### config.mk
export PLATFORM = sky130hd
export DESIGN_NAME = div_ctrl
export DESIGN_NICKNAME = d
export VERILOG_FILES = /design/src/rtl/div_ctrl_pkg.sv /design/src/rtl/div_ctrl_step.sv /design/src/rtl/div_ctrl.sv
export SDC_FILE = /design/constraint.sdc
export NUM_CORES = 1
export LEC_CHECK = 0
export CAP_MARGIN = 20
export CORE_MARGIN = 3
export CORE_UTILIZATION = 45
export DETAILED_ROUTE_END_ITERATION = 12
export GPL_ROUTABILITY_DRIVEN = 0
export GPL_TIMING_DRIVEN = 1
export PLACE_DENSITY = 0.76
export SLEW_MARGIN = 25
export SYNTH_ARGS = -nofsm -noshare
export SYNTH_HDL_FRONTEND = slang
export SYNTH_HIERARCHICAL = 1
export SYNTH_SLANG_ARGS = --single-unit
### constraint.sdc
create_clock -name clk -period 5.7 [get_ports clk]
set_input_delay 0.855 -clock clk [delete_from_list [all_inputs] [get_ports clk]]
set_output_delay 0.855 -clock clk [all_outputs]
set_load 0.01 [all_outputs]
### src/rtl/div_ctrl_pkg.sv
// Shared definitions for the iterative divider: operand width, iteration
// counter width, RV32M divide op encodings, sequencer states and op-decode
// helpers.
package div_ctrl_pkg;

  localparam int unsigned CPU_WIDTH     = 32;
  localparam int unsigned DIV_CNT_WIDTH = 6;

  typedef enum logic [1:0] {
    DIV_OP_DIV  = 2'b00,
    DIV_OP_DIVU = 2'b01,
    DIV_OP_REM  = 2'b10,
    DIV_OP_REMU = 2'b11
  } div_op_e;

  typedef enum logic [1:0] {
    ST_IDLE = 2'b00,
    ST_CALC = 2'b01,
    ST_DONE = 2'b10
  } div_state_e;

  // op[0] clear selects the signed variants (DIV, REM)
  function automatic logic op_is_signed(input logic [1:0] op);
    return ~op[0];
  endfunction

  // op[1] set selects the remainder variants (REM, REMU)
  function automatic logic op_is_rem(input logic [1:0] op);
    return op[1];
  endfunction

endpackage

### src/rtl/div_ctrl_step.sv
// One combinational radix-2 restoring division iteration.
//   rem_i / rem_o : partial remainder, WIDTH+1 bits
//   quo_i / quo_o : shifting dividend / quotient register, WIDTH bits
//   divisor_i     : divisor magnitude, WIDTH bits
module div_step #(
  parameter int unsigned WIDTH = 32
) (
  input  logic [WIDTH:0]   rem_i,
  input  logic [WIDTH-1:0] quo_i,
  input  logic [WIDTH-1:0] divisor_i,
  output logic [WIDTH:0]   rem_o,
  output logic [WIDTH-1:0] quo_o
);

  logic [WIDTH+1:0] shifted;
  logic [WIDTH+1:0] diff;
  logic             borrow;

  always_comb begin
    shifted = {rem_i, quo_i[WIDTH-1]};
    // One guard bit above the trial width: the MSB of diff is the borrow.
    diff    = shifted - {2'b00, divisor_i};
    borrow  = diff[WIDTH+1];
    rem_o   = borrow ? shifted[WIDTH:0] : diff[WIDTH:0];
    quo_o   = {quo_i[WIDTH-2:0], ~borrow};
  end

endmodule

### src/rtl/div_ctrl.sv
// Iterative radix-2 restoring divider with sequencer for RV32M
// DIV/DIVU/REM/REMU, including sign fix-up and the divide-by-zero and
// signed-overflow special cases.
//   clk, rst_n        : clock, asynchronous active-low reset
//   div_start_i       : request, sampled only in IDLE
//   div_op_i          : 00 DIV, 01 DIVU, 10 REM, 11 REMU
//   dividend_i        : rs1 value, divisor_i : rs2 value
//   flush_i           : aborts any operation, no ready pulse
//   div_res_ready_o   : one-cycle result-valid pulse
//   div_result_o      : registered result, held until the next result
//   div_busy_o        : high in CALC and DONE
module div_ctrl
  import div_ctrl_pkg::*;
#(
  parameter int unsigned WIDTH = CPU_WIDTH,
  parameter int unsigned CNT_W = DIV_CNT_WIDTH
) (
  input  logic             clk,
  input  logic             rst_n,
  input  logic             div_start_i,
  input  logic [1:0]       div_op_i,
  input  logic [WIDTH-1:0] dividend_i,
  input  logic [WIDTH-1:0] divisor_i,
  input  logic             flush_i,
  output logic             div_res_ready_o,
  output logic [WIDTH-1:0] div_result_o,
  output logic             div_busy_o
);

  div_state_e       state_q;
  logic             op_rem_q;
  logic             neg_quo_q;
  logic             neg_rem_q;
  logic [WIDTH-1:0] dvsr_q;
  logic [WIDTH:0]   rem_q;
  logic [WIDTH-1:0] quo_q;
  logic [CNT_W-1:0] cnt_q;
  logic [WIDTH-1:0] result_q;
  logic             ready_q;
  logic             busy_q;

  logic             a_neg, b_neg, is_ovf;
  logic [WIDTH-1:0] a_mag, b_mag;
  logic [WIDTH:0]   rem_d;
  logic [WIDTH-1:0] quo_d;
  logic [WIDTH-1:0] final_d;

  always_comb begin
    a_neg   = op_is_signed(div_op_i) & dividend_i[WIDTH-1];
    b_neg   = op_is_signed(div_op_i) & divisor_i[WIDTH-1];
    a_mag   = a_neg ? (~dividend_i + 1'b1) : dividend_i;
    b_mag   = b_neg ? (~divisor_i + 1'b1) : divisor_i;
    is_ovf  = op_is_signed(div_op_i)
              && (dividend_i == {1'b1, {(WIDTH-1){1'b0}}})
              && (divisor_i == '1);
    // Value loaded into the result register on the final iteration.
    final_d = '0;
    if (op_rem_q) final_d = neg_rem_q ? (~rem_d[WIDTH-1:0] + 1'b1) : rem_d[WIDTH-1:0];
    else          final_d = neg_quo_q ? (~quo_d + 1'b1) : quo_d;
  end

  div_step #(.WIDTH(WIDTH)) u_step (
    .rem_i     (rem_q),
    .quo_i     (quo_q),
    .divisor_i (dvsr_q),
    .rem_o     (rem_d),
    .quo_o     (quo_d)
  );

  always_ff @(posedge clk or negedge rst_n) begin
    if (!rst_n) begin
      state_q   <= ST_IDLE;
      op_rem_q  <= 1'b0;
      neg_quo_q <= 1'b0;
      neg_rem_q <= 1'b0;
      dvsr_q    <= '0;
      rem_q     <= '0;
      quo_q     <= '0;
      cnt_q     <= '0;
      result_q  <= '0;
      ready_q   <= 1'b0;
      busy_q    <= 1'b0;
    end else begin
      ready_q <= 1'b0;
      if (flush_i) begin
        state_q <= ST_IDLE;
        busy_q  <= 1'b0;
      end else begin
        case (state_q)
          ST_IDLE: begin
            if (div_start_i) begin
              op_rem_q  <= op_is_rem(div_op_i);
              neg_quo_q <= a_neg ^ b_neg;
              neg_rem_q <= a_neg;
              dvsr_q    <= b_mag;
              rem_q     <= '0;
              quo_q     <= a_mag;
              cnt_q     <= '0;
              busy_q    <= 1'b1;
              // Special cases bypass iteration and present their result directly.
              if (divisor_i == '0) begin
                result_q <= op_is_rem(div_op_i) ? dividend_i : '1;
                ready_q  <= 1'b1;
                state_q  <= ST_DONE;
              end else if (is_ovf) begin
                result_q <= op_is_rem(div_op_i) ? '0 : dividend_i;
                ready_q  <= 1'b1;
                state_q  <= ST_DONE;
              end else begin
                state_q  <= ST_CALC;
              end
            end
          end
          ST_CALC: begin
            rem_q <= rem_d;
            quo_q <= quo_d;
            cnt_q <= cnt_q + CNT_W'(1);
            if (cnt_q == CNT_W'(WIDTH-1)) begin
              result_q <= final_d;
              ready_q  <= 1'b1;
              state_q  <= ST_DONE;
            end
          end
          ST_DONE: begin
            state_q <= ST_IDLE;
            busy_q  <= 1'b0;
          end
          default: begin
            state_q <= ST_IDLE;
            busy_q  <= 1'b0;
          end
        endcase
      end
    end
  end

  assign div_res_ready_o = ready_q;
  assign div_result_o    = result_q;
  assign div_busy_o      = busy_q;

endmodule

==> impl_metrics.csv <==
group,metric,value,unit
yosys,synth_area_leaders,"dfrtp_1, o21ai_0, xnor2_1, xor2_1, nand2_1",
finish,multiInputGateArea,7200,sq um
die,die_h,166,microns
timing,timing.fmax,0.184,GHz
finish,finish.utilization,0.538,
clocking,clk_latency,0.43,ns
flow_run,maxCapViolCount,0,
setup_path,r2r_end,"div_result_o[28]",
timing,fin_tns_setup,0,ns
setup_path,r2r_start,"dvsr_q[1]",
setup_path,crit_start,"dvsr_q[1]",
yosys,syn_inst,1420,
drt,wire_per_inst,18.8,microns
placed_design,io_buffers,103,
yosys,ys_ff_latch,142,
setup_path,worstSetupStartpointType,"register",
setup_path,r2r_slack,0.25,ns
die,io_pins,104,
run_status,status,"finished, final reports clean",
yosys,syn_nets,1529,
timing,finalSetupViolations,0,
power,comb_power_share,0.654,
timing,slew_violations,0,
yosys,syn_area_per_cell,8.10,sq um
finish,finalNetCount,1572,
setup_path,path_cells,"inv_1 > ha_1 > nor2b_1 > o31a_1 > o31a_4 > a211oi_4 > o41ai_4 > a311o_1 > o211ai_4 > mux2_4 > inv_1 > ha_1 > or4b_4 > or4_4 > or4_4 > o21ai_1 > xor2_1 > mux2_1 > o221ai_1",
power,p_seq_frac,0.184,
global_routing,gr-total-overflow,0,
drt,drt_iter0_drc,1237,
global_routing,gr-usage-met1,0.336,
power,p_int,0.00414,W
finish,drive_above_1_share,0.0799,
setup_path,required,6.03,ns
global_routing,met2_usage,0.385,
finish,seq_area,3550,sq um
power,cellPowerDensity,596,nW/um^2
setup_path,slowest_delay,0.53,ns
timing,grt_setup_unrepaired,"false",
setup_path,critPathSlowestCell,"or4_4",
yosys,yosysTopAreaCellShare,0.309,
finish,nFillCells,2259,
yosys,syn-cell-area,11500,sq um
setup_path,critPathKind,"register to register",
clocking,cts.reportedPaths.clkPinSlew,0.06,ns
power,power_frac_clock,0.162,
clocking,cts-root-buf,"clkbuf_16",
timing,slew_headroom,0.324,
timing,min_period,5.45,ns
yosys,synth_edf_count,0,
drt,vias,11100,
setup_path,cp-end-kind,"register",
finish,diodes,0,
yosys,seq_area_frac_synth,0.309,
drt,wl,33800,microns
global_routing,grt_pass1_vias,10500,
power,swShare,0.479,
die,dieArea,27500,sq um
drt,post-route-drc-count,0,
global_routing,grt_pass1_wl,55700,microns
placed_design,preCtsSetupSlack,0.241,ns
yosys,yosys_warnings,6,
setup_path,arrival,5.78,ns
setup_path,crit_path_end,"div_result_o[28]",
die,core-area,24700,sq um
drt,vias_per_cell,6.14,
timing,worst_slew_pin_slew,1.01,ns
die,die_w,166,microns
finish,design_area,13300,sq um
die,std_cell_rows,57,
yosys,yosysTopAreaCell,"dfrtp_1",
power,net-switching-power,0.00381,W
yosys,async_reset_ff_frac,1.00,
timing,clock_skew,0.0111,ns
global_routing,grt.met3_usage,0.0395,
clocking,cts_buffers,17,
clocking,h-tree-depth,4,
placed_design,dp_hpwl,24800,microns
yosys,synth.distinct_cells,84,
min_path,min_path_type,"register to register",
finish,syn2layout_area_growth,15.8,%
clocking,clockBufferDepth,2,
clocking,cts_tree,"yes",
timing,hold_violations,0,
setup_path,reg2reg_depth,19,
timing,whs,0.478,ns
yosys,synthTopCellsByCount,"nand2_1, o21ai_0, dfrtp_1",
placed_design,placed_area,12600,sq um
die,start_util,0.465,
power,leakage,5.61,nW
drt,ant_nets,0,
power,vdd_drop_max,0.482,mV
global_routing,top_usage_layer,"met2",
global_routing,grt_antenna_before_repair,0,
global_routing,grt_max_degree,98,
yosys,synth.most_common_cell,"nand2_1",
clocking,cts.sinks,142,
setup_path,cp_max_fo,5,
global_routing,track_usage,0.244,
timing,period_share,0.955,
yosys,ys.flop_type,"dfrtp_1",
clocking,holdBufCountCts,0,
timing,layout_setup_ws,0.254,ns
drt,drt-pass1-iter-count,5,
==> metal layers <==
metal  part of all wire  vias up
met4              0.036        0
met3              0.072       76
li1                   -     5189
met2               0.46      509
met1               0.44     5276
met5                  0        -
==> final cells by class <==
type | count | share of cell area
Sequential cell | 142 | 0.267
Tap cell | 324 | 0.0304
Inverter | 57 | 0.0161
Multi-Input combinational cell | 1108 | 0.540
Timing Repair Buffer | 137 | 0.0969
Clock buffer | 18 | 0.0322
Clock inverter | 14 | 0.0173
==> cell families (layout without fill, tap and decap cells) <==
logic type / Yosys count / count (layout) / share of synthesized area
compound gates: 470 / 470 / 0.267
simple gates: 439 / 439 / 0.185
buf+inv: 170 / 226 / 0.0716
xor+xnor: 142 / 142 / 0.108
flops: 142 / 142 / 0.309
fa+ha+maj: 39 / 39 / 0.0431
mux: 18 / 18 / 0.0166
==> sequential cells by signal, summed over array words and instances (netlist names) <==
signal,flops
quo_q,32
div_res_ready_o,1
div_result_o,32
neg_rem_q,1
rem_q,33
cnt_q,6
state_q,2
dvsr_q,32
op_rem_q,1
div_busy_o,1
neg_quo_q,1
==> per-stage QoR <==
| step | instances | total power [W] |
|---|---|---|
| final | 1800 | 0.00795 |
| after global routing | 1800 | 0.00851 |
| after CTS | 1799 | 0.00778 |
| after detailed placement | 1767 | 0.00646 |
| after global placement | 1767 | 0.00635 |
| after floorplan | 1420 | 0.00521 |
==> worst min-delay path by stage <==
stage	start	endpoint	slack, ns	cells past startpoint
detailed placement	div_result_o[9]	div_result_o[9]	0.47	1
floorplan	dvsr_q[10]	dvsr_q[10]	0.45	2
global placement	dvsr_q[17]	dvsr_q[17]	0.46	2
CTS	dvsr_q[23]	dvsr_q[23]	0.49	2
finish	dvsr_q[9]	dvsr_q[9]	0.48	2
global route	dvsr_q[9]	dvsr_q[9]	0.50	2
==> worst max-delay path, delay by kind of cell, from the launching register on <==
family | cells | cell delay (ns)
AOI/OAI and AO/OA | 8 | 2.02
xor gates and xnor gates | 1 | 0.08
adders and majority gates | 2 | 0.39
buffers and inverters | 2 | 0.19
DFF | 1 | 0.38
muxes | 2 | 0.66
and+or+nand+nor | 4 | 1.63
==> power groups by stage <==
stage | Sequential, W | Clock [W] | Combinational, W
3_3_place_gp | 0.00146 | 0 | 0.00489
4_1_cts | 0.00146 | 0.00129 | 0.00504
5_1_grt | 0.00149 | 0.00134 | 0.00568
3_5_place_dp | 0.00147 | 0 | 0.00499
2_1_floorplan | 0.00136 | 0 | 0.00386
6_report | 0.00146 | 0.00128 | 0.00520
==> cell usage in the layout (no fill, tap or decap), types with 38 or more instances in the layout <==
cell	count
ha_1	38
dfrtp_1	141
inv_1	54
nor2_1	103
xor2_1	71
nand2_1	157
xnor2_1	71
o21ai_0	145
a21oi_1	67
clkdlybuf4s50_1	102
==> timing repair <==
action,4_1_cts,5_1_grt
setup buffers,0,1
hold endpoints to repair,0,0
setup endpoints to repair,0,4
gates resized for setup,0,7
Power figures use the tool's default switching activity.
